## config.mk

```make
export PLATFORM = sky130hd
export DESIGN_NAME = seg7_scan_flat
export DESIGN_NICKNAME = d
export VERILOG_FILES = /design/src/rtl/seg7_pkg.sv /design/src/rtl/seg7_scan_if.sv /design/src/rtl/bcd_to_seg7.sv /design/src/rtl/seg7_scan.sv /design/src/flat_wrapper.sv
export SDC_FILE = /design/constraint.sdc
export NUM_CORES = 1
export LEC_CHECK = 0
export ABC_AREA = 1
export BUFFER_PORTS_ARGS = -buffer_cell sky130_fd_sc_hd__buf_4
export CAP_MARGIN = 20
export CORE_MARGIN = 4
export CORE_UTILIZATION = 54
export CTS_BUF_LIST = sky130_fd_sc_hd__clkbuf_8
export DETAILED_ROUTE_END_ITERATION = 8
export GPL_TIMING_DRIVEN = 0
export PLACE_DENSITY_LB_ADDON = 0.08
export REMOVE_ABC_BUFFERS = 1
export SETUP_SLACK_MARGIN = 0.2
export SLEW_MARGIN = 20
export SYNTH_ARGS = -nofsm -noshare
export SYNTH_HDL_FRONTEND = slang
export SYNTH_SLANG_ARGS = --single-unit
```

## constraint.sdc

```tcl
create_clock -name clk -period 1.7 [get_ports clk]
set_clock_uncertainty 0.15 [all_clocks]
set_input_delay 0.085 -clock clk [delete_from_list [all_inputs] [get_ports clk]]
set_output_delay 0.085 -clock clk [all_outputs]
set_load 0.02 [all_outputs]
```

## src/rtl/seg7_pkg.sv

```systemverilog
// Segment pattern constants and BCD decode shared by the display scanner.
package seg7_pkg;

    // Active-high patterns, bit order {g,f,e,d,c,b,a}
    localparam logic [6:0] SEG_0    = 7'h3F;
    localparam logic [6:0] SEG_1    = 7'h06;
    localparam logic [6:0] SEG_2    = 7'h5B;
    localparam logic [6:0] SEG_3    = 7'h4F;
    localparam logic [6:0] SEG_4    = 7'h66;
    localparam logic [6:0] SEG_5    = 7'h6D;
    localparam logic [6:0] SEG_6    = 7'h7D;
    localparam logic [6:0] SEG_7    = 7'h07;
    localparam logic [6:0] SEG_8    = 7'h7F;
    localparam logic [6:0] SEG_9    = 7'h6F;
    localparam logic [6:0] SEG_DASH = 7'h40;
    localparam logic [6:0] SEG_OFF  = 7'h00;

    // Codes 10..15 are not valid BCD and are shown as a dash
    function automatic logic [6:0] bcd_to_pattern(input logic [3:0] code);
        logic [6:0] pat;
        case (code)
            4'd0:    pat = SEG_0;
            4'd1:    pat = SEG_1;
            4'd2:    pat = SEG_2;
            4'd3:    pat = SEG_3;
            4'd4:    pat = SEG_4;
            4'd5:    pat = SEG_5;
            4'd6:    pat = SEG_6;
            4'd7:    pat = SEG_7;
            4'd8:    pat = SEG_8;
            4'd9:    pat = SEG_9;
            default: pat = SEG_DASH;
        endcase
        return pat;
    endfunction

endpackage

```

## src/rtl/seg7_scan_if.sv

```systemverilog
// Digit inputs and display pin outputs of the seven-segment scanner.
interface seg7_scan_if #(
    parameter int N_DIG = 4
);
    logic                 enable;
    logic [4*N_DIG-1:0]   bcd_in;
    logic [N_DIG-1:0]     dp_in;
    logic                 blank_lz;
    logic [7:0]           seg_n;
    logic [N_DIG-1:0]     an_n;
    logic                 frame_done;

    modport master (
        output enable, bcd_in, dp_in, blank_lz,
        input  seg_n, an_n, frame_done
    );

    modport slave (
        input  enable, bcd_in, dp_in, blank_lz,
        output seg_n, an_n, frame_done
    );
endinterface

```

## src/rtl/bcd_to_seg7.sv

```systemverilog
// Combinational BCD to active-high seven-segment decoder.
module bcd_to_seg7
    import seg7_pkg::*;
(
    input  logic [3:0] code_i,
    output logic [6:0] pattern_o
);

    assign pattern_o = bcd_to_pattern(code_i);

endmodule

```

## src/rtl/seg7_scan.sv

```systemverilog
// Time-multiplexed common-anode display scanner with per-frame snapshot,
// anti-ghost guard, leading-zero blanking and invalid-code dash.
module seg7_scan
    import seg7_pkg::*;
#(
    parameter int N_DIG     = 4,
    parameter int SCAN_DIV  = 50000,
    parameter int GHOST_CYC = 16
) (
    input  logic       clk,
    input  logic       rst_n,
    seg7_scan_if.slave bus
);

    localparam int CW = $clog2(SCAN_DIV);
    localparam int IW = $clog2(N_DIG);
    localparam logic [CW-1:0] CNT_LAST  = CW'(SCAN_DIV - 1);
    localparam logic [CW-1:0] CNT_GHOST = CW'(GHOST_CYC);
    localparam logic [IW-1:0] IDX_LAST  = IW'(N_DIG - 1);

    localparam logic [0:0] ST_IDLE = 1'b0;
    localparam logic [0:0] ST_SCAN = 1'b1;

    logic [0:0]            state_q, state_d;
    logic [CW-1:0]         cnt_q, cnt_d;
    logic [IW-1:0]         idx_q, idx_d;
    logic [N_DIG-1:0][3:0] shadow_bcd_q, shadow_bcd_d;
    logic [N_DIG-1:0]      shadow_dp_q, shadow_dp_d;
    logic                  frame_done_q, frame_done_d;
    logic [7:0]            seg_q, seg_d;
    logic [N_DIG-1:0]      an_q, an_d;
    logic                  snapshot;
    logic                  above_zero;
    logic [N_DIG-1:0]      lz_blank;
    logic [3:0]            cur_digit;
    logic [6:0]            pattern;

    // Scan FSM, prescaler and digit index; snapshot on scan start and frame wrap
    always_comb begin
        state_d      = state_q;
        cnt_d        = cnt_q;
        idx_d        = idx_q;
        snapshot     = 1'b0;
        frame_done_d = 1'b0;
        if (!bus.enable) begin
            state_d = ST_IDLE;
            cnt_d   = '0;
            idx_d   = '0;
        end else if (state_q == ST_IDLE) begin
            state_d  = ST_SCAN;
            cnt_d    = '0;
            idx_d    = '0;
            snapshot = 1'b1;
        end else if (cnt_q == CNT_LAST) begin
            cnt_d = '0;
            if (idx_q == IDX_LAST) begin
                idx_d        = '0;
                snapshot     = 1'b1;
                frame_done_d = 1'b1;
            end else begin
                idx_d = idx_q + 1'b1;
            end
        end else begin
            cnt_d = cnt_q + 1'b1;
        end
        shadow_bcd_d = snapshot ? bus.bcd_in : shadow_bcd_q;
        shadow_dp_d  = snapshot ? bus.dp_in  : shadow_dp_q;
    end

    // A digit is a leading zero when it and every digit above it are zero
    always_comb begin
        above_zero = 1'b1;
        lz_blank   = '0;
        for (int k = N_DIG - 1; k >= 1; k--) begin
            above_zero  = above_zero & (shadow_bcd_q[k] == 4'd0);
            lz_blank[k] = above_zero & bus.blank_lz;
        end
    end

    assign cur_digit = shadow_bcd_q[idx_q];

    bcd_to_seg7 u_dec (
        .code_i    (cur_digit),
        .pattern_o (pattern)
    );

    // Output drive: dark when idle or in the guard window, else one anode low
    always_comb begin
        seg_d = 8'hFF;
        an_d  = '1;
        if (bus.enable && state_q == ST_SCAN && cnt_q >= CNT_GHOST) begin
            an_d  = ~(N_DIG'(1) << idx_q);
            seg_d = {~shadow_dp_q[idx_q], lz_blank[idx_q] ? ~SEG_OFF : ~pattern};
        end
    end

    // State and registered pin outputs
    always_ff @(posedge clk or negedge rst_n) begin
        if (!rst_n) begin
            state_q      <= ST_IDLE;
            cnt_q        <= '0;
            idx_q        <= '0;
            shadow_bcd_q <= '0;
            shadow_dp_q  <= '0;
            frame_done_q <= 1'b0;
            seg_q        <= 8'hFF;
            an_q         <= '1;
        end else begin
            state_q      <= state_d;
            cnt_q        <= cnt_d;
            idx_q        <= idx_d;
            shadow_bcd_q <= shadow_bcd_d;
            shadow_dp_q  <= shadow_dp_d;
            frame_done_q <= frame_done_d;
            seg_q        <= seg_d;
            an_q         <= an_d;
        end
    end

    assign bus.seg_n      = seg_q;
    assign bus.an_n       = an_q;
    assign bus.frame_done = frame_done_q;

endmodule

```

## src/flat_wrapper.sv

```systemverilog
// flat-port wrapper written by rule: the top's interface ports become plain ports
module seg7_scan_flat import seg7_pkg::*;
#(
    parameter int N_DIG     = 4,
    parameter int SCAN_DIV  = 50000,
    parameter int GHOST_CYC = 16
)
  (clk, rst_n, bus_enable, bus_bcd_in, bus_dp_in, bus_blank_lz, bus_seg_n, bus_an_n, bus_frame_done);
  seg7_scan_if #(.N_DIG(N_DIG)) bus_i ();
  input  logic clk;
  input  logic rst_n;
  input wire logic [$bits(bus_i.enable)-1:0] bus_enable;
  input wire logic [$bits(bus_i.bcd_in)-1:0] bus_bcd_in;
  input wire logic [$bits(bus_i.dp_in)-1:0] bus_dp_in;
  input wire logic [$bits(bus_i.blank_lz)-1:0] bus_blank_lz;
  output wire logic [$bits(bus_i.seg_n)-1:0] bus_seg_n;
  output wire logic [$bits(bus_i.an_n)-1:0] bus_an_n;
  output wire logic [$bits(bus_i.frame_done)-1:0] bus_frame_done;
  assign bus_i.enable = bus_enable;
  assign bus_i.bcd_in = bus_bcd_in;
  assign bus_i.dp_in = bus_dp_in;
  assign bus_i.blank_lz = bus_blank_lz;
  assign bus_seg_n = bus_i.seg_n;
  assign bus_an_n = bus_i.an_n;
  assign bus_frame_done = bus_i.frame_done;
  seg7_scan #(.N_DIG(N_DIG), .SCAN_DIV(SCAN_DIV), .GHOST_CYC(GHOST_CYC)) u_core (.clk(clk), .rst_n(rst_n), .bus(bus_i));
endmodule
```

* Word level (Yosys, flattened, before mapping)
Memories as Yosys holds them, arrays and structs flattened. Cells that the tools add are included.
Word-level totals: register bits after elaboration 52, latch bits 0, memory bits (writable) 0, bits in read-only memories 112, input bits 24, output and inout bits 13, logic and storage cells 56, memories 1
Memories:
- (no name shown) | words 16, bits a word 7, rd ports 1, clocked after memory_dff 0, write ports 0, RTL line seg7_pkg.sv:21 | case (code)
Cells by class: add/sub/neg operators 2, $mul 0, div/mod/pow operators 0, order comparisons 2, equality and inequality tests 3, shift operators 1, mux-type cells 23, bitwise operators 8, reductions and logical operators 5
Operators with widths (count):
- $mux W16 | 3
- $add A16 B1 Y16 const B | 1
- $eq A16 B16 Y1 const B | 1
- $ge A16 B5 Y1 const B | 1
- $logic_not A4 Y1 | 3
- $mux W1 | 9
- $bmux W4 S2 | 1
- $mux W2 | 4
- $mux W4 | 2
- $mux W8 | 1
- $mux W7 | 1
- $not A7 Y7 | 1
- $and A1 B1 Y1 | 5
- $bmux W1 S2 | 2
- $not A4 Y4 | 1
- $shl A1 B2 Y4 const A | 1
- $lt A2 B3 Y1 const B | 1
- $ne A3 B3 Y1 const B | 1
- $add A2 B1 Y2 const B | 1
- $eq A2 B2 Y1 const B | 1
- $logic_and A1 B1 Y1 | 2
- $not A1 Y1 | 1

* Logic depth before layout (Yosys ltp)
Gate-level depths: netlist of run 1.
depth after elaboration 8, depth in mapped cells 10, depth with buffers taken out 10

* Cells and area by module
A second synthesis of run 1 with hierarchy kept.
Second synthesis, totals: cells, all modules 333, area total of the unflattened synthesis 2655.0 µm²
By module, submodules not included:
- seg7_scan | instances 1, cells each 297, area each 2462.4 µm², seq. area each 1316.3 µm²
- bcd_to_seg7 | instances 1, cells each 36, area each 192.7 µm², seq. area each 0.0 µm²

* Worst setup path after synthesis of run 1
No wires, ideal clock.
path kind reg-to-reg, from register u_core.idx_q[0], to register u_core.seg_q[3], in the netlist u_core.bus.seg_n[3], setup time 0.064 ns, arrival time 1.590 ns, required time 1.486 ns, slack -0.105 ns, cell stages (with the launch flop) 9, path buffers 1, period minus slack after synthesis 1.805 ns, path through dfrtp_1 -> buf_4 -> nand2_1 -> a32oi_1 -> inv_1 -> ha_1 -> o21ai_0 -> nand2_1 -> nand3_1
On the way: word-level cells in the longest chain between the ends 6, elaborated cells between the ends (all ways) 8, classes of those cells 6 x mux; 1 x bitwise; 1 x memory
Ends and longest elaborated chain:
- from (decl) | RTL line seg7_scan.sv:26 | logic [IW-1:0] idx_q, idx_d;
- from (signal assigned) | RTL line seg7_scan.sv:111 | idx_q <= idx_d;
- $bmux W4 S2 | RTL line seg7_scan.sv:80 | assign cur_digit = shadow_bcd_q[idx_q];
- $mux W4 (implied by the code) | RTL line seg7_scan.sv:80
- $mem_v2 Z16 W7
- $not A7 Y7 | RTL line seg7_scan.sv:93 | seg_d = {~shadow_dp_q[idx_q], lz_blank[idx_q] ? ~SEG_OFF : ~pattern};
- $mux W7 (*) | RTL line seg7_scan.sv:93
- $mux W8 (*) | RTL line seg7_scan.sv:91 | if (bus.enable && state_q == ST_SCAN && cnt_q >= CNT_GHOST) begin
- via u_core.seg_d[3] | RTL line seg7_scan.sv:30 | logic [7:0] seg_q, seg_d;
- to (signal assigned) | RTL line seg7_scan.sv:115 | seg_q <= seg_d;
- to (decl) | RTL line seg7_scan.sv:30
The timed path passes the listed nets; every way through them passes the cells marked *. The select of a mux whose other input is x is not followed. A chain may end at the register's enable or synchronous reset.

* Worst setup path after layout of run 1
from register u_core.idx_q[0], to register u_core.seg_q[5], in the netlist u_core.bus.seg_n[5]
The elaborated chain is that of the path after synthesis.

==> run summary, run 1 <==
The run finished, with violations left. The final reports fail on negative setup slack. The final layout contains 457 nets. In this run the count of I/O pins placed on the die edge is 37.

The post-layout minimum cycle time is 1770 ps. Summing the areas of all fa, ha and maj instances in the mapped netlist gives 5.08% of the synthesized area. The vertical die dimension was 78.8 um. The mapped netlist covers 2710 um^2. The HPWL after detailed placement is 3.68 mm. After clock tree synthesis, the clock-pin slew on the worst setup and hold paths is 90 ps. The final critical path takes up 104% of the cycle. By startpoint and endpoint, the worst setup path is classified as reg -> reg.

A synthesized cell averages 8.03 um^2. The fraction of post-synthesis cell area in the top cell type by area works out to 37.0%. Synthesis produced 337 cells.

The clock passes through at most 2 buffers. The run gives 0 as the final number of hold-violating endpoints. Length of the first detailed-routing pass in iterations: 5. The largest total area in the synthesized netlist belongs to sky130_fd_sc_hd__dfrtp_1. Derived from the worst setup path, the maximum achievable clock frequency is 564 MHz. In this run, distinct cell masters in the synthesized netlist total 31. The antenna diode count was 0; the number of cells on the worst reg-to-reg path was 8. After synthesis, the largest family of logic cells by area is simple AND/OR/NAND/NOR gates. Setup violations remaining at the end of the flow were counted as 4. Tracing the worst setup path back leads to its startpoint at u_core.idx_q[0].

The logs give 6210 um^2 for the floorplan die area and 1780 ps for the required time of the critical path. The post-route netlist has 40.2% of its cells at a drive strength greater than 1. The run gives 0 as the number of antenna violations at the first check in global routing. The tree is rooted in a sky130_fd_sc_hd__clkbuf_8. Synthesis inferred 52 register bits. Global routing used 22.2% of the available tracks across all layers. The portion of synthesized area spent on multiplexers is 0%.

Class of the tightest hold or removal check: in -> reg. By area the synthesized netlist is led by sky130_fd_sc_hd__dfrtp_1, sky130_fd_sc_hd__nand2_1, sky130_fd_sc_hd__dfstp_2, sky130_fd_sc_hd__nand3_1, sky130_fd_sc_hd__nor2_1. The initial cell density of the core is 56.6%, and the maximum fanout encountered on the critical timing path is 5.

Summed over all layers, the routed wires come to 7.66 mm. The first global-routing pass estimated 10.9 mm of wire. The logs give 33.6 ps for the final worst hold slack and 0 for the max-slew violation total from the final report. The sequential share of the synthesized area was 48.6%; the floorplan core area was 4790 um^2.

The library cell used most frequently in the layout, excluding fill and tap cells, is sky130_fd_sc_hd__nand2_1. The H-tree generated during clock tree synthesis spans 2 levels. The leakage component of the power was 0.00179 uW; the clock insertion delay at the later pin of the skew report was 310 ps. For the detailed-route via count, the log shows 2690. In this run the power density over the cells is 647 nW/um^2.

Counting instances, the worst hold path has a depth of 3. Setup repair after global routing could not meet its margin everywhere. TritonCTS built the clock tree. Most instantiated flip-flop cell in the synthesis netlist: sky130_fd_sc_hd__dfrtp_1.

In this run, CTS created clock tree buffers numbering 5. CTS saw 52 sinks. Aggregate global routing overflow: 0. The completed layout was analyzed and its total power is 2580 uW. Number of placement rows: 25. IR analysis of the VDD net gives a maximum drop of 0.459 mV. The first routing iteration left 183 violations. Growth of design area from synthesis to finish: 47.5%.

The tools report the slack of the worst reg-to-reg path as -70 ps. STA classifies the critical path endpoint as a register. The critical path arrival was 1850 ps. In the layout the commonest cells are sky130_fd_sc_hd__nand2_1, sky130_fd_sc_hd__buf_4, sky130_fd_sc_hd__dfrtp_1, sky130_fd_sc_hd__nand3_1, sky130_fd_sc_hd__nor2_1. For this run, design rule violations remaining after detail routing come to 0.

The type of origin of the critical path is a register. From left edge to right edge, the die measures 78.8 um. At the pin with the least slew margin, the transition time is 641 ps. Headroom to the max-slew limit came out at 57.3%. Max-cap violations in this run came to 0. The global placement routability congestion came out at 0.833. The async set-reset flop share out of synthesis works out to 100%. The startpoint identified for the worst register-to-register timing path is u_core.idx_q[0].

The count of nets left with antenna violations once routing finished came out at 0. The endpoint identified for the worst register-to-register timing path is u_core.bus.seg_n[5]. The setup slack after layout is -72.4 ps, and the post-synthesis share of cell area spent on and, or, nand and nor gates is 34.5%.

The average detailed-routed wire length per instance works out to 15.6 um. The destination of the worst hold path is u_core.shadow_bcd_q[13]. The count of flip-flops with a built-in enable after synthesis came out at 0. Dividing the detail-routed via count by the number of cells gives 5.49. In this run the most critical hold path is launched from bus_enable. The number of global-route vias before repair is 2282, and the synthesized-area fraction occupied by ao, oa, aoi and oai cells is 4.67%. The number of warnings reported in the yosys synthesis log is 0, and the pin count of the biggest net entering global routing is 53. Count of buffers from port buffering: 36.

The post-synthesis share of cell area spent on xor and xnor gates works out to 0.647%.
## synthesized netlist by cell type, types with 2 or more instances
library cell                 n
sky130_fd_sc_hd__nand2_1   105
sky130_fd_sc_hd__nor2_1     41
sky130_fd_sc_hd__dfrtp_1    40
sky130_fd_sc_hd__nand3_1    38
sky130_fd_sc_hd__inv_1      22
sky130_fd_sc_hd__dfstp_2    12
sky130_fd_sc_hd__ha_1       11
sky130_fd_sc_hd__o21ai_0     9
sky130_fd_sc_hd__inv_2       6
sky130_fd_sc_hd__a21oi_1     5
sky130_fd_sc_hd__nand4_1     5
sky130_fd_sc_hd__buf_4       4
sky130_fd_sc_hd__nand3_2     4
sky130_fd_sc_hd__nor3_1      4
sky130_fd_sc_hd__o21ai_1     4
sky130_fd_sc_hd__buf_6       3
sky130_fd_sc_hd__nand2_2     3
sky130_fd_sc_hd__nor2_2      3
sky130_fd_sc_hd__nor3b_1     3
sky130_fd_sc_hd__clkbuf_1    2
sky130_fd_sc_hd__o21bai_1    2
sky130_fd_sc_hd__xor2_1      2
## routing by layer
metal / part of all wire [%] / track usage [%] / routed length [um]
met5: 0 / 0 / 0
met4: 2.6 / 4.47 / 201
met3: 6.5 / 4.20 / 497
met2: 48 / 34.0 / 3650
met1: 43 / 33.2 / 3310
## area by class of cell
class                           count  area [um^2]
Clock buffer                        5         68.8
Clock inverter                      3         12.5
Fill cell                         287          792
Inverter                           28          120
Multi-Input combinational cell    250         1650
Sequential cell                    52         1330
Tap cell                           67         83.8
Timing Repair Buffer               85          728
## kinds of logic (layout without fill, tap and decap cells)
family,count (synthesis),in the layout
flip-flops,52,52
XOR/XNOR,2,2
AND/OR/NAND/NOR,212,214
AO/OA/AOI/OAI,23,23
adder cells (fa/ha/maj),11,11
buffers and inverters,37,121
## critical path: stages, from the launching register on
cell and delay [ps]:
sky130_fd_sc_hd__dfrtp_2 480, sky130_fd_sc_hd__buf_6 160, sky130_fd_sc_hd__a21oi_4 120, sky130_fd_sc_hd__a32oi_2 90, sky130_fd_sc_hd__buf_4 180, sky130_fd_sc_hd__ha_4 150
sky130_fd_sc_hd__nand3b_1 190, sky130_fd_sc_hd__nand3_1 110, sky130_fd_sc_hd__nand3_1 70
## per-stage QoR
stage,cells,util [%],TNS (ps),setup WS (ps),area [um^2]
final,490,83.5,-167,-72.4,3990
after floorplan,328,-,-1430,-183,2640
after global routing,490,83.5,-1030,-173,3990
after detailed placement,431,62.5,-17030,-519,2990
after global placement,431,62.5,-15330,-507,2990
after CTS,479,75.9,-161,-49.5,3630
## worst max path at each step
stage | end | slack [ps] | cells past startpoint
2_1_floorplan | u_core.bus.seg_n[3] | -180 | 8
3_3_place_gp | u_core.bus.seg_n[3] | -510 | 8
3_5_place_dp | u_core.bus.seg_n[3] | -520 | 8
4_1_cts | u_core.bus.seg_n[5] | -50 | 8
5_1_grt | u_core.bus.seg_n[5] | -170 | 8
6_report | u_core.bus.seg_n[5] | -70 | 8
## registers in the layout, summed over array words and instances, names as in the netlist
register	count
u_core.state_q	1
u_core.bus.an_n	4
u_core.shadow_bcd_q	16
u_core.idx_q	2
u_core.shadow_dp_q	4
u_core.cnt_q	16
u_core.bus.seg_n	8
u_core.bus.frame_done	1
## power by group
part	switching [uW]	internal [uW]	total (uW)	leakage, uW
combinational	296	238	534	0.00111
clock	407	278	686	0.0000505
sequential	59.7	1300	1360	0.000633
total	764	1820	2580	0.00179
## repair_timing
item | CTS | global route
setup endpoints to repair | 46 | 51
resized for setup | 48 | 70
cloned | 1 | 1
pin swaps | 12 | 21
setup buffers | 17 | 10
endpoints found under the hold margin | 61 | 0
hold buffers | 22 | 0
No activity file was read; power rests on OpenSTA's default activity.
==> inputs of run 2 (changes only) <==
--- a/config.mk
+++ b/config.mk
@@ -8,8 +8,10 @@
 export ABC_AREA = 1
 export BUFFER_PORTS_ARGS = -buffer_cell sky130_fd_sc_hd__buf_4
 export CAP_MARGIN = 20
+export CELL_PAD_IN_SITES_DETAIL_PLACEMENT = 1
+export CELL_PAD_IN_SITES_GLOBAL_PLACEMENT = 1
 export CORE_MARGIN = 4
-export CORE_UTILIZATION = 54
+export CORE_UTILIZATION = 40
 export CTS_BUF_LIST = sky130_fd_sc_hd__clkbuf_8
 export DETAILED_ROUTE_END_ITERATION = 8
 export GPL_TIMING_DRIVEN = 0
==> run 2 against run 1 <==
Net effect: sequential share of layout area decreased by 2.7 points; wire length increased by 41%; flip-flop and latch count unchanged; first-iteration DRC count increased by 8.2%; utilization decreased by 16 points; via count increased by 7.3%; cell area increased by 9.1%; highest routed layer unchanged; clock power increased by 14%; power increased by 9.4%; count of clock-buffer cells in the layout increased by 1; cell count increased by 4.7%; the flow still finishes with violations (negative setup slack); setup slack got worse by 85 ps.
==> run summary, run 2 (synthesized netlist as in run 1, its figures left out) <==
The type of the worst setup path is reg -> reg. The worst hold path passes through 3 cells. At the placement stage, the worst setup path has a slack of -670 ps. The total overflow left after global routing is 0. The clock passes through at most 2 buffers. In this run the worst path has a maximum fanout of 6.

The number of cells on the worst reg-to-reg path is 9. The initial cell density of the core is 41.9%. Setup repair after global routing could not meet its margin everywhere.

Port buffering added 36 buffers. The run gives 0 as the antenna diode count. The clock drives 52 sinks. At the pin with the least slew margin, the transition time is 673 ps. The min-delay analysis places its worst path in the category in -> reg.

The via density per instance came out at 5.63. The final HPWL from detailed placement was 4.57 mm; the net switching fraction of the power was 32.3%. The portion of total power attributed to the clock network is 27.6%. The max-capacitance violation count is 0, and the die extent in x is 90.3 um. Before antenna repair, the detailed router went through 4 iterations. The number of global-route vias before repair is 2857. In this run, the number of DRC markers left after iteration 0 of detailed routing was 198. The average detailed-routed wire length per instance is 21.1 um. The count of nets left with antenna violations once routing finished came out at 0.

The floorplan core area was 6460 um^2; the number of inserted filler cells in the final layout was 722. The critical path arrival came out at 1970 ps. The final critical path takes up 109% of the cycle. The relative contribution of sequential cells to total power was 48.9%. TritonCTS built the clock tree.

Clock-pin slew was measured on the worst setup and hold paths at 100 ps. The setup slack after layout is -157 ps. The first global-routing pass estimated 14.7 mm of wire. The maximum VDD drop is 0.514 mV, and the post-layout minimum cycle time is 1860 ps. The tools report the number of antenna violations at the first check in global routing as 0. For this run, the post-layout net count is 470. The final number of hold-violating endpoints was 0; the net switching component of the power was 913 uW.

The top cell types in the final layout, fill and taps aside, are sky130_fd_sc_hd__nand2_1, sky130_fd_sc_hd__buf_4, sky130_fd_sc_hd__dfrtp_1, sky130_fd_sc_hd__nor2_1, sky130_fd_sc_hd__dlygate4sd3_1. The most common library cell in the layout ignoring fill and taps was sky130_fd_sc_hd__nand2_1. The leakage component of the power is 0.00188 uW.

The floorplan has 29 rows. The type of origin of the critical path is a register. The number of setup violations in the final report was 27; the number of buffers added by the clock tree synthesis step was 5. Setup slack on the worst reg-to-reg path comes out at -160 ps. The tools report the placed cell area as 3000 um^2.

The checks that failed: negative setup slack. The cell sitting at the root of the clock tree is a sky130_fd_sc_hd__clkbuf_8. In this run the vertical extent of the chip is 90.3 um.

The clock reaches the later pin of the worst-skew pair after 320 ps. In this run, the combinational gates consume 23.5% of the power. In the final layout, the share of cells above drive strength 1 is 49.8%.

Final standard cell area without fillers: 4360 um^2. At the end of routability-driven placement, the weighted congestion stood at 0.847. The run finished, with violations left.

The tools report the internal power as 1910 uW. The final layout contains routed wiring with a total length of 10.8 mm. For this run, the total global-route usage over all layers was measured as 22.3%. The die covers 8150 um^2. Power spread over the standard cell area amounts to 648 nW/um^2.

The timing-limited maximum frequency is 538 MHz, and the required time of the critical path is 1810 ps. The detailed-route via count was 2887; the relative max-transition margin was 55.2%. The growth of design area from synthesis to finish came out at 61.0%. The pin count of the biggest net entering global routing is 53. The max-slew violation total from the final report was 0. The H-tree generated during clock tree synthesis spans 2 levels. The worst setup path is captured at a register. The boundary pin count is 37. The number of remaining DRC errors was 0.
[run 2: cell types whose count changed in the layout (fill, tap and decap cells not counted), sizes merged]
cell	change
buf	+11
clkbuf	+1
clkinvlp	+1
inv	-2
nand2	+2
[run 2: layout make-up]
| class | count | area, um^2 | area share, % |
|---|---|---|---|
| clock buffers | 6 | 82.6 | 1.89 |
| multi-input cells | 252 | 1870 | 43.0 |
| repair buffers | 96 | 833 | 19.1 |
| clock inverters | 2 | 11.3 | 0.258 |
| inverters | 28 | 130 | 2.99 |
| well taps | 77 | 96.3 | 2.21 |
| flip-flops and latches | 52 | 1330 | 30.5 |
[run 2: timing repair]
item / 4_1_cts / 5_1_grt
gates cloned: 2 / 2
hold endpoints to repair: 61 / 0
pin swaps: 27 / 32
setup endpoints to repair: 48 / 51
hold buffers: 22 / 0
resized for setup: 81 / 98
buffers inserted: 24 / 14
[run 2: worst paths after layout]
path | to | from
hold / removal | u_core.shadow_bcd_q[11] | bus_enable
min in group asynchronous | u_core.cnt_q[12] | rst_n
max in group asynchronous | u_core.idx_q[1] | rst_n
hold reg to reg | u_core.shadow_dp_q[1] | u_core.shadow_dp_q[1]
setup reg to reg | u_core.shadow_bcd_q[3] | u_core.cnt_q[9]
setup / recovery | u_core.shadow_bcd_q[3] | u_core.cnt_q[9]
[run 2: through the flow]
step	std cells	util [%]	hold slack (ps)	setup TNS [ps]	total power (uW)
2_1_floorplan	328	-	-361	-1430	1570
3_3_place_gp	441	46.5	12.7	-19370	1710
3_5_place_dp	441	46.5	16.9	-20890	1720
4_1_cts	497	59.8	51.0	-21.2	2640
5_1_grt	513	67.5	102	-4810	2950
6_report	513	67.5	85.7	-3050	2830
[run 2: power by group through the flow]
stage                     clock network [uW]  registers [uW]  logic [uW]
final                                    780            1380         665
after global routing                     841            1390         719
after CTS                                758            1360         521
after detailed placement                   0            1380         343
after global placement                     0            1380         329
after floorplan                            0            1360         210
[run 2: metal layers]
metal | GRT usage, % | wire length, um | part of all wire [%] | vias to the layer above
met5 | 0 | 0 | 0 | -
met4 | 4.72 | 279 | 2.6 | 0
met3 | 3.75 | 618 | 5.7 | 24
met2 | 39.0 | 5500 | 51 | 110
met1 | 29.0 | 4430 | 41 | 1468
li1 | - | - | - | 1285
[run 2: worst max-delay path: stages (launching register included)]
cell and delay [ps]:
sky130_fd_sc_hd__dfrtp_1 440, sky130_fd_sc_hd__nand2_1 110, sky130_fd_sc_hd__inv_2 150, sky130_fd_sc_hd__nand2_1 100, sky130_fd_sc_hd__nor2_2 170, sky130_fd_sc_hd__nand3_4 170, sky130_fd_sc_hd__nand2_8 190, sky130_fd_sc_hd__buf_8 160
sky130_fd_sc_hd__nand3_2 70, sky130_fd_sc_hd__nand2_1 80
==> inputs of run 3 (changes only) <==
--- a/config.mk
+++ b/config.mk
@@ -10,7 +10,7 @@
 export CAP_MARGIN = 20
 export CELL_PAD_IN_SITES_DETAIL_PLACEMENT = 1
 export CELL_PAD_IN_SITES_GLOBAL_PLACEMENT = 1
-export CORE_MARGIN = 4
+export CORE_MARGIN = 2
 export CORE_UTILIZATION = 40
 export CTS_BUF_LIST = sky130_fd_sc_hd__clkbuf_8
 export DETAILED_ROUTE_END_ITERATION = 8
==> run 3 against run 2 <==
Net effect: the flow still finishes with violations (negative setup slack); register-to-register slack about the same; combinational power rose by 14%; via count rose by 1.4%; utilization grew 2.1 points; sequential share of layout area fell by 1.0 points; non-clock buffer count is 8 higher; clock power is 7.7% lower; flip-flop and latch count unchanged; maximum frequency decreased by 0.77%; setup slack worse by 14 ps.
==> run summary, run 3 (synthesized netlist as in run 1, its figures left out) <==
The pre-antenna-repair detailed-routing pass consisted of 4 iterations. The flow ran to the end, but the final reports show violations. TritonCTS built the clock tree. The boundary pin count is 37. At the worst endpoint, the required time is 1760 ps.

Timing would allow up to 534 MHz. The total detailed-routing wirelength came out at 11.9 mm. The logs give 41.9% for the initial cell density of the core and 0 for the max-slew violation total from the final report. For the worst setup path, the data arrival time is 1930 ps. The leakage component of the power came out at 0.00196 uW. Setup violations remaining at the end of the flow were counted as 31.

The run gives 0 as the final number of hold-violating endpoints. The number of remaining DRC errors came out at 0. For this run the aggregate overflow at the end of global routing stands at 0. The average detailed-routed wire length per instance came out at 22.9 um. The checks that failed: negative setup slack. The number of placed instances, taps included, is 441. Before CTS, the worst setup slack after placement is -652 ps. The final critical path takes up 110% of the cycle. The worst setup path is captured at a register.

The DRC marker count from the first detailed-route iteration came out at 182. The logs give 55.0% for the relative max-transition margin and 2 for the maximum root-to-sink buffer count. The library cells used most frequently in the layout, excluding fill and tap cells, are sky130_fd_sc_hd__nand2_1, sky130_fd_sc_hd__buf_4, sky130_fd_sc_hd__dfrtp_1, sky130_fd_sc_hd__nand2_2, sky130_fd_sc_hd__nor2_1. In this run the power density over the cells is 635 nW/um^2.

The type of the worst setup path is reg -> reg. For the net total in the final layout, the log shows 476. In this run the worst setup path begins at u_core.cnt_q[8].

The number of standard cells in the final layout excluding fillers was 519. The final HPWL from detailed placement came out at 4.45 mm. The worst path needs 1870 ps of the cycle, external delays included. The congestion estimate from routability-driven global placement came to 0.834. After floorplanning, the core was divided into 29 placement rows. Type of origin of the critical path: a register. The run gives 6460 um^2 as the floorplan core area. Max-cap violations in this run came to 0. Setup repair after global routing could not meet its margin everywhere. The tools report the destination of the critical timing path as u_core.cnt_q[15].

The class of the tightest hold or removal check was in -> reg. In this run the vertical extent of the chip is 86.3 um. For the worst-skew pair, the clock arrives at the later sink with an insertion delay of 320 ps. The TritonCTS sink count was 52; the number of buffers added by the clock tree synthesis step was 5.

Once detail routing completed, the nets flagged for antenna violations numbered 0. The H-tree was split into 2 levels. The final standard cell area without fillers is 4490 um^2, and the maximum VDD drop is 0.416 mV. Port buffering added 36 buffers. The setup slack after layout is -172 ps, and the growth of design area from synthesis to finish is 66.0%. The tree is rooted in a sky130_fd_sc_hd__clkbuf_8. The repair_antennas step left the layout with diodes totalling 0. The post-route core utilization was 69.6%; the final worst hold slack was 115 ps. The startpoint of the lowest-slack register-to-register path is u_core.cnt_q[8]. The library cell used most frequently in the layout, excluding fill and tap cells, is sky130_fd_sc_hd__nand2_1.

The run gives 14.4 mm as the global-route wire length before repair. Detailed-route via count: 2926. The number of global-route vias before repair came out at 2853.

In this run the horizontal extent of the chip is 86.3 um. The actual transition at the worst max-transition pin was 674 ps. The slack of the worst reg-to-reg path was -170 ps. The tools report the floorplan die area as 7440 um^2.

For the worst flop-to-flop path, the logic depth is 7. The via density per instance works out to 5.64. The clock input transition at the sequential cells of the worst setup and hold paths came out at 110 ps. Entering global routing, the biggest net connects 53 pins. The number of antenna violations at the first check in global routing is 0.

The run gives 24.9% as the total global routing track utilization. The worst register-to-register path ends at u_core.cnt_q[15]. The run gives 3000 um^2 as the placed cell area. The fraction of layout cells with a size suffix above 1 is 52.5%, and the maximum fanout encountered on the critical timing path is 4.
-- run 3: changes by cell type in the layout (fill, tap and decap cells not counted), moves of 2 or more --
| cell | previous run | this run |
|---|---|---|
| sky130_fd_sc_hd__dfrtp_1 | 28 | 31 |
| sky130_fd_sc_hd__dfrtp_2 | 12 | 9 |
| sky130_fd_sc_hd__nor2_1 | 22 | 24 |
| sky130_fd_sc_hd__nand2_2 | 20 | 27 |
| sky130_fd_sc_hd__nand2_1 | 80 | 70 |
| sky130_fd_sc_hd__buf_4 | 62 | 65 |
| sky130_fd_sc_hd__nand3_1 | 21 | 16 |
| sky130_fd_sc_hd__buf_6 | 10 | 13 |
| sky130_fd_sc_hd__o21ai_0 | 3 | 5 |
| sky130_fd_sc_hd__nor2_4 | 16 | 13 |
| sky130_fd_sc_hd__buf_12 | 1 | 3 |
| sky130_fd_sc_hd__o21ai_2 | 5 | 3 |
| sky130_fd_sc_hd__nand3_2 | 12 | 16 |
| sky130_fd_sc_hd__clkinv_2 | 0 | 2 |
-- run 3: how the worst min path moves through the flow --
stage,to,slack [ps],cells past startpoint,from
floorplan,u_core.bus.frame_done,-360,0,rst_n
global placement,u_core.cnt_q[11],10,1,rst_n
detailed placement,u_core.cnt_q[11],20,1,rst_n
CTS,u_core.shadow_bcd_q[10],30,3,bus_enable
global route,u_core.shadow_bcd_q[13],130,3,bus_enable
finish,u_core.shadow_bcd_q[8],110,3,bus_enable
-- run 3: critical path, stage by stage (launching register included) --
cell and delay (ps):
sky130_fd_sc_hd__dfrtp_1 420, sky130_fd_sc_hd__buf_4 180, sky130_fd_sc_hd__nand2_2 120, sky130_fd_sc_hd__nor2_2 190, sky130_fd_sc_hd__nand3_2 140, sky130_fd_sc_hd__or2_1 270, sky130_fd_sc_hd__nor2_1 200, sky130_fd_sc_hd__nor2_1 100
-- run 3: through the flow --
step	total power, uW	TNS, ps
3_3_place_gp	1710	-18800
6_report	2860	-2680
2_1_floorplan	1570	-1430
3_5_place_dp	1720	-20880
4_1_cts	2580	-320
5_1_grt	2940	-4160
-- run 3: repair_timing --
action	in CTS	in global routing
hold endpoints to repair	61	0
pin swaps	23	29
setup endpoints to repair	51	51
hold buffers	22	0
setup buffers	28	17
gates cloned	3	0
gates resized for setup	82	114
-- run 3: where the power goes --
group,internal [uW],leakage (uW),switching [uW]
clock network,282,0.0000453,438
logic,322,0.00128,433
registers,1300,0.000635,78.0
total,1910,0.00196,950
-- run 3: final cells by class --
| type | count | area (um^2) |
|---|---|---|
| Fill cell | 704 | 1960 |
| Multi-Input combinational cell | 250 | 1920 |
| Sequential cell | 52 | 1330 |
| Timing Repair Buffer | 104 | 940 |
| Inverter | 28 | 130 |
| Tap cell | 77 | 96.3 |
| Clock buffer | 5 | 68.8 |
| Clock inverter | 3 | 13.8 |
-- run 3: metal layers --
metal  track usage, %  vias up  wire length (um)
met5                0        -                 0
met3             3.90       37               517
met2             44.1      128              6090
li1                 -     1291                 -
met4             6.68        0               427
met1             31.7     1470              4870
